### src/rtl/gpr_scoreboard.sv
// D-stage hazard tracker: shadows E/M/W destinations and Tnew, drives stall and RS/RT forward selects.
// Optional stall-cycle counter enabled by defining GPR_SCOREBOARD_PERF_EN.
module gpr_scoreboard #(
    parameter int TW = 2,
    parameter int AW = 5
) (
    input  logic          clk,
    input  logic          reset,
    input  logic [AW-1:0] d_rs,
    input  logic [AW-1:0] d_rt,
    input  logic          d_rs_used,
    input  logic          d_rt_used,
    input  logic [TW-1:0] d_rs_tuse,
    input  logic [TW-1:0] d_rt_tuse,
    input  logic [AW-1:0] d_wa,
    input  logic [TW-1:0] d_tnew,
    input  logic          ext_stall,
    output logic          stall,
    output logic [1:0]    fwd_rs_sel,
    output logic [1:0]    fwd_rt_sel,
    output logic [AW-1:0] e_wa,
    output logic [AW-1:0] m_wa,
    output logic [AW-1:0] w_wa,
    output logic [31:0]   stall_cnt
);

    logic [AW-1:0] e_wa_q, m_wa_q, w_wa_q;
    logic [TW-1:0] e_tnew_q, m_tnew_q;
    logic [2:0]    rs_res, rt_res;

    // W needs no Tnew: a W hit is served by the GRF write-through bypass.
    function automatic logic [2:0] op_check(
        input logic [AW-1:0] s,
        input logic          used,
        input logic [TW-1:0] tuse,
        input logic [AW-1:0] ewa,
        input logic [TW-1:0] etn,
        input logic [AW-1:0] mwa,
        input logic [TW-1:0] mtn
    );
        logic       st;
        logic [1:0] sel;
        st  = 1'b0;
        sel = 2'd0;
        if (used && (s != '0)) begin
            if (ewa == s) begin
                if (etn > tuse)     st  = 1'b1;
                else if (etn == '0) sel = 2'd2;
            end else if (mwa == s) begin
                if (mtn > tuse)     st  = 1'b1;
                else if (mtn == '0) sel = 2'd1;
            end
        end
        return {st, sel};
    endfunction

    always_comb begin
        rs_res = op_check(d_rs, d_rs_used, d_rs_tuse, e_wa_q, e_tnew_q, m_wa_q, m_tnew_q);
        rt_res = op_check(d_rt, d_rt_used, d_rt_tuse, e_wa_q, e_tnew_q, m_wa_q, m_tnew_q);
    end

    assign stall      = rs_res[2] | rt_res[2] | ext_stall;
    assign fwd_rs_sel = rs_res[1:0];
    assign fwd_rt_sel = rt_res[1:0];
    assign e_wa       = e_wa_q;
    assign m_wa       = m_wa_q;
    assign w_wa       = w_wa_q;

    // Shadows keep advancing while stalled; only a bubble enters E.
    always_ff @(posedge clk) begin
        if (reset) begin
            e_wa_q   <= '0;
            e_tnew_q <= '0;
            m_wa_q   <= '0;
            m_tnew_q <= '0;
            w_wa_q   <= '0;
        end else begin
            w_wa_q   <= m_wa_q;
            m_wa_q   <= e_wa_q;
            m_tnew_q <= (e_tnew_q == '0) ? '0 : e_tnew_q - 1'b1;
            if (stall || (d_wa == '0)) begin
                e_wa_q   <= '0;
                e_tnew_q <= '0;
            end else begin
                e_wa_q   <= d_wa;
                e_tnew_q <= d_tnew;
            end
        end
    end

`ifdef GPR_SCOREBOARD_PERF_EN
    logic [31:0] stall_cnt_q;

    always_ff @(posedge clk) begin
        if (reset)      stall_cnt_q <= '0;
        else if (stall) stall_cnt_q <= stall_cnt_q + 32'd1;
    end

    assign stall_cnt = stall_cnt_q;
`else
    assign stall_cnt = '0;
`endif

endmodule

### config.mk
export PLATFORM = sky130hd
export DESIGN_NAME = gpr_scoreboard
export DESIGN_NICKNAME = d
export VERILOG_FILES = /design/src/rtl/gpr_scoreboard.sv
export SDC_FILE = /design/constraint.sdc
export NUM_CORES = 1
export LEC_CHECK = 0
export ABC_AREA = 0
export BUFFER_PORTS_ARGS = -buffer_cell sky130_fd_sc_hd__buf_2
export CAP_MARGIN = 20
export CORE_ASPECT_RATIO = 1.5
export CORE_MARGIN = 2
export CORE_UTILIZATION = 48
export CTS_BUF_LIST = sky130_fd_sc_hd__clkbuf_8
export DETAILED_ROUTE_END_ITERATION = 16
export PLACE_DENSITY = 0.87
export SLEW_MARGIN = 15
export SYNTH_ARGS = -nofsm -noshare
export SYNTH_HDL_FRONTEND = slang
export SYNTH_SLANG_ARGS = --single-unit
### constraint.sdc
create_clock -name clk -period 5.1 [get_ports clk]
set_clock_uncertainty 0.05 [all_clocks]
set_input_delay 1.02 -clock clk [delete_from_list [all_inputs] [get_ports clk]]
set_output_delay 1.02 -clock clk [all_outputs]
set_load 0.005 [all_outputs]
# Word-level counts from Yosys, hierarchy flattened
# Cells that the tools add are included.
# word_totals
elab_cells	48
register_bits	19
out_inout_bits	52
in_bits	26
# op_classes
bitwise_logic	2
n_addsub	1
muxes	22
reduce_logical	10
n_lt_le_gt_ge	4
n_eq_ne	4
# ops
operator	count
$eq A5 B5 Y1	4
$mux W2	9
$mux W1	13
$reduce_bool A5 Y1	2
$gt A2 B2 Y1	4
$logic_not A5 Y1	1
$logic_not A2 Y1	2
$reduce_or A2 Y1	2
$logic_and A1 B1 Y1	2
$or A1 B1 Y1	2
$sub A2 B1 Y2 const B	1
$logic_or A1 B1 Y1	1

# Logic depth before layout (Yosys ltp)
# logic_depth
depth_word	9
ltp_mapped	7
mapped_depth_nobuf	7

# Worst setup path after synthesis
# No wires, ideal clock.
# synth_timing
kind	in2out
from	input d_rs[1]
to	output stall
n_path_buf	0
required_time_ps	4030
stages	5
slack_ps	1600
t_arrival_ps	2430
cell_sequence	or4_1 > o21ai_2 > nor4_1 > a311o_1 > or2_1
# synth_via
elab_chain_len	6
elab_cells_between_ends	9
classes_between	2 x eq/ne; 3 x mux; 2 x bitwise; 2 x reduce/logical
# synth_rtl
item	line_no	rtl
from (decl)	9	input logic [AW-1:0] d_rs,
$eq A5 B5 Y1	49	end else if (mwa == s) begin
$mux W1	49	
$mux W1	46	if (ewa == s) begin
$mux W1 (*)	45	if (used && (s != '0)) begin
$or A1 B1 Y1 (*) (2 in a row)	62	assign stall = rs_res[2] | rt_res[2] | ext_stall;
to (decl)	18	output logic stall,
# Every way passes the cells marked *; elsewhere a longest branch is shown, timed or not.

# Worst setup path in the final report
# layout_timing
from	input d_rt[4]
to	output stall
# layout_via
elab_chain_len	6
elab_cells_between_ends	9
classes_between	2 x eq/ne; 3 x mux; 2 x bitwise; 2 x reduce/logical
# layout_rtl
item	line_no	rtl
from (decl)	10	input logic [AW-1:0] d_rt,
$eq A5 B5 Y1	49	
$mux W1	49	
$mux W1	46	
$mux W1 (*)	45	
$or A1 B1 Y1 (*) (2 in a row)	62	
# Marks and branches as above.

==> results_dict.tcl <==
set metrics [dict create \
    post_cts_repair_setup_buffers 0 \
    drive_gt1_share_pct 27.08 \
    port-buffer-count 45 \
    diodes 0 \
    vias 1065 \
    biggest_cell_delay_along_the_critical_path_ns 0.50 \
    dr.pass1.iters 4 \
    cts_root_buf "clkbuf_8" \
    yosys_register_bits 19 \
    cts.clk_slew.worst_paths_ns 0.07 \
    met1_track_demand_over_resource_in_global_routing_pct 20.03 \
    antenna_violations_before_repair 0 \
    static-leakage-power_nw 0.7500 \
    number_of_global_route_vias_before_repair 980 \
    yosysSeqAreaShare_pct 28.98 \
    arrival_ns 2.77 \
    wl_mm 2.685 \
    grt_setup_unrepaired "false" \
    mostFrequentLayoutCell "buf_2" \
    cp_cell_sequence "buf_2 -> xor2_1 -> nor2_1 -> or4b_1 -> a311o_1 -> or2_1 -> buf_2" \
    cellPowerDensity_nw_per_um2 216.2 \
    detail_route.wl_per_cell_um 11.72 \
    post_syn_instances 144 \
    synth_simple_gate_area_share_pct 21.93 \
    main_combinational_cell_family_by_area_after_synthesis "simple AND/OR/NAND/NOR gates" \
    critical_path.startpoint "d_rt[4]" \
    final.fill_count 250 \
    preCtsSetupSlack_ns 1.270 \
    place_hpwl_mm 2.281 \
    die_h_um 68.05 \
    critical_path_cell_count 7 \
    critPathSlowestCell "or4b_1" \
    crit_family "simple AND/OR/NAND/NOR gates" \
    post_synth_num_cell_types 29 \
    synthXorXnorAreaFrac_pct 13.35 \
    layout.nets 228 \
    antenna_violating_nets_post_route 0 \
    multiplexer_share_of_the_synthesized_area_pct 0 \
    io_pins 78 \
    compound_gate_portion_of_the_synthesized_area_pct 6.006 \
    max-vdd-ir-drop_mv 0.1676 \
    die_w_um 46.70 \
    cts_tree "built" \
    critical_path_required_ns 4.03 \
    grt_max_degree 19 \
    criticalPathCategory "input port to output pin" \
    cts.sink_count 19 \
    critical_path.reg2reg.startpoint "e_wa[4]$_SDFF_PP0_" \
    end_kind "output pin" \
    timing.final.setup_violations 0 \
    synthesis_warnings 0 \
    start_util_pct 49.57 \
    track_usage_pct 18.10 \
    wire_length_of_the_first_global_routing_pass_mm 4.146 \
    per_cell_via_count_in_the_routed_design 4.651 \
    layout_common_cells "buf_2 (45), conb_1 (32), dfxtp_1 (19)" \
    grt-busiest-layer "met2" \
    tritoncts.num_buffers 3 \
    rr_endpoint "e_wa[1]$_SDFF_PP0_" \
    setup_total_negative_slack_ns 0 \
    synthDominantCellAreaShare_pct 28.98 \
    htree_num_levels 1 \
    crit_path_end "stall" \
    placementRows 23 \
    met2_usage_pct 32.64 \
    netlist_area_pre_place_um2 1313 \
    post_synthesis_adder_cell_area_fraction_pct 8.580 \
    layout.core_utilization_pct 57.04 \
    finalCriticalPeriod_ns 3.837 \
    outcome "completed" \
    cts-hold-fix-buffers 0 \
    clock_latency_ns 0.26 \
    gp_congestion 0.7930 \
    area_growth_syn_to_layout_pct 15.06 \
    r2r.worst_path.cells 5 \
    die-area_um2 3177 \
    crit_path_frequent_cell "buf_2" \
    finalWorstSetupSlack_ns 1.263 \
    clock.fmax_mhz 260.6 \
    final_min_period_over_clock_period_pct 75.24 \
    maxSlewViolCount 0 \
    worst-r2r-setup-slack_ns 3.02 \
    gr_met3_demand_resource_pct 1.847 \
    hold_path_class "flop to flop" \
    worst_path_bufs_invs 2 \
    post-synth-top-area-cell "dfxtp_1" \
    initialDrtViolationCount 31 \
    post-route-drc-count 0 \
    post_cts.resized_instances 0 \
    worst-path-max-fanout 8 \
    synth_area_per_cell_um2 9.115 \
    globalRouteOverflowTotal 0 \
    core-area_um2 2648 \
    ys_top_cells_by_area "dfxtp_1 (29%), buf_4 (18%), ha_1 (8.6%)" \
    drv_cap 0 \
    report.final.hold_viol_count 0 \
    clock_tree.buffer_depth 2 \
    worst_setup_path_start_kind "input port" \
]
## layout make-up
cell class	count	area, µm²	share of cell area (%)
clock buffers	3	41.29	2.734
clock inverters	1	5.005	0.3314
inverters	8	30.03	1.988
multi-input cells	115	774.5	51.28
flip-flops and latches	19	380.4	25.19
well taps	37	46.29	3.065
repair buffers	46	232.7	15.41
## layer usage
| layer | share of wire, % | vias up |
|---|---|---|
| met2 | 53 | 55 |
| met3 | 6.9 | 5 |
| met5 | 0 | - |
| li1 | - | 527 |
| met1 | 37 | 478 |
| met4 | 2.4 | 0 |
## through the flow
step,cells,instance area (µm²),power [mW],hold slack (ns)
2_1_floorplan,175,1429,0.2166,0.3513
3_3_place_gp,225,1464,0.2231,0.3641
3_5_place_dp,225,1464,0.2248,0.3699
4_1_cts,229,1510,0.3298,0.3794
5_1_grt,229,1510,0.3441,0.4004
6_report,229,1510,0.3265,0.3758
## Yosys cell counts
library cell / count
buf_4: 32
dfxtp_1: 19
nor2b_1: 13
xnor2_1: 12
ha_1: 9
inv_1: 8
xor2_1: 8
nor4b_1: 7
nor4_1: 4
or4_1: 4
nand2_1: 3
nor2_1: 3
nor3_1: 3
a21oi_1: 2
nand4_1: 2
o21ai_0: 2
a2bb2oi_1: 1
a311o_1: 1
clkbuf_1: 1
conb_1: 1
nand3_1: 1
nand4b_1: 1
nor4bb_1: 1
o211ai_1: 1
o21ai_2: 1
o21bai_1: 1
o41ai_2: 1
or2_1: 1
or4b_1: 1
## state kept, by name (all words and copies together), names as in the netlist
signal	cells
w_wa	5
m_tnew_q	2
m_wa	5
e_tnew_q	2
e_wa	5
## power by group
| part | internal, mW | switching, mW | total, mW |
|---|---|---|---|
| Clock | 0.0545 | 0.0505 | 0.105 |
| Sequential | 0.153 | 0.00524 | 0.159 |
| Combinational | 0.0290 | 0.0339 | 0.0630 |
| Total | 0.237 | 0.0897 | 0.326 |
## worst min-delay path by stage
stage | cells after the start | to | slack (ns) | from
after CTS | 1 | m_tnew_q[0]$_SDFF_PP0_ | 0.38 | e_tnew_q[0]$_SDFF_PP0_
after global routing | 1 | m_tnew_q[0]$_SDFF_PP0_ | 0.40 | e_tnew_q[0]$_SDFF_PP0_
final | 1 | m_tnew_q[0]$_SDFF_PP0_ | 0.38 | e_tnew_q[0]$_SDFF_PP0_
after floorplan | 1 | m_tnew_q[0]$_SDFF_PP0_ | 0.35 | e_tnew_q[0]$_SDFF_PP0_
after detailed placement | 1 | m_tnew_q[0]$_SDFF_PP0_ | 0.37 | e_tnew_q[0]$_SDFF_PP0_
after global placement | 1 | m_tnew_q[0]$_SDFF_PP0_ | 0.36 | e_tnew_q[0]$_SDFF_PP0_
## cells by family after synthesis
group,Yosys count
other cells,1
fa+ha+maj,9
flops,19
xor+xnor,20
compound gates,10
simple gates,44
buf+inv,41
No activity file was read; power rests on OpenSTA's default activity.
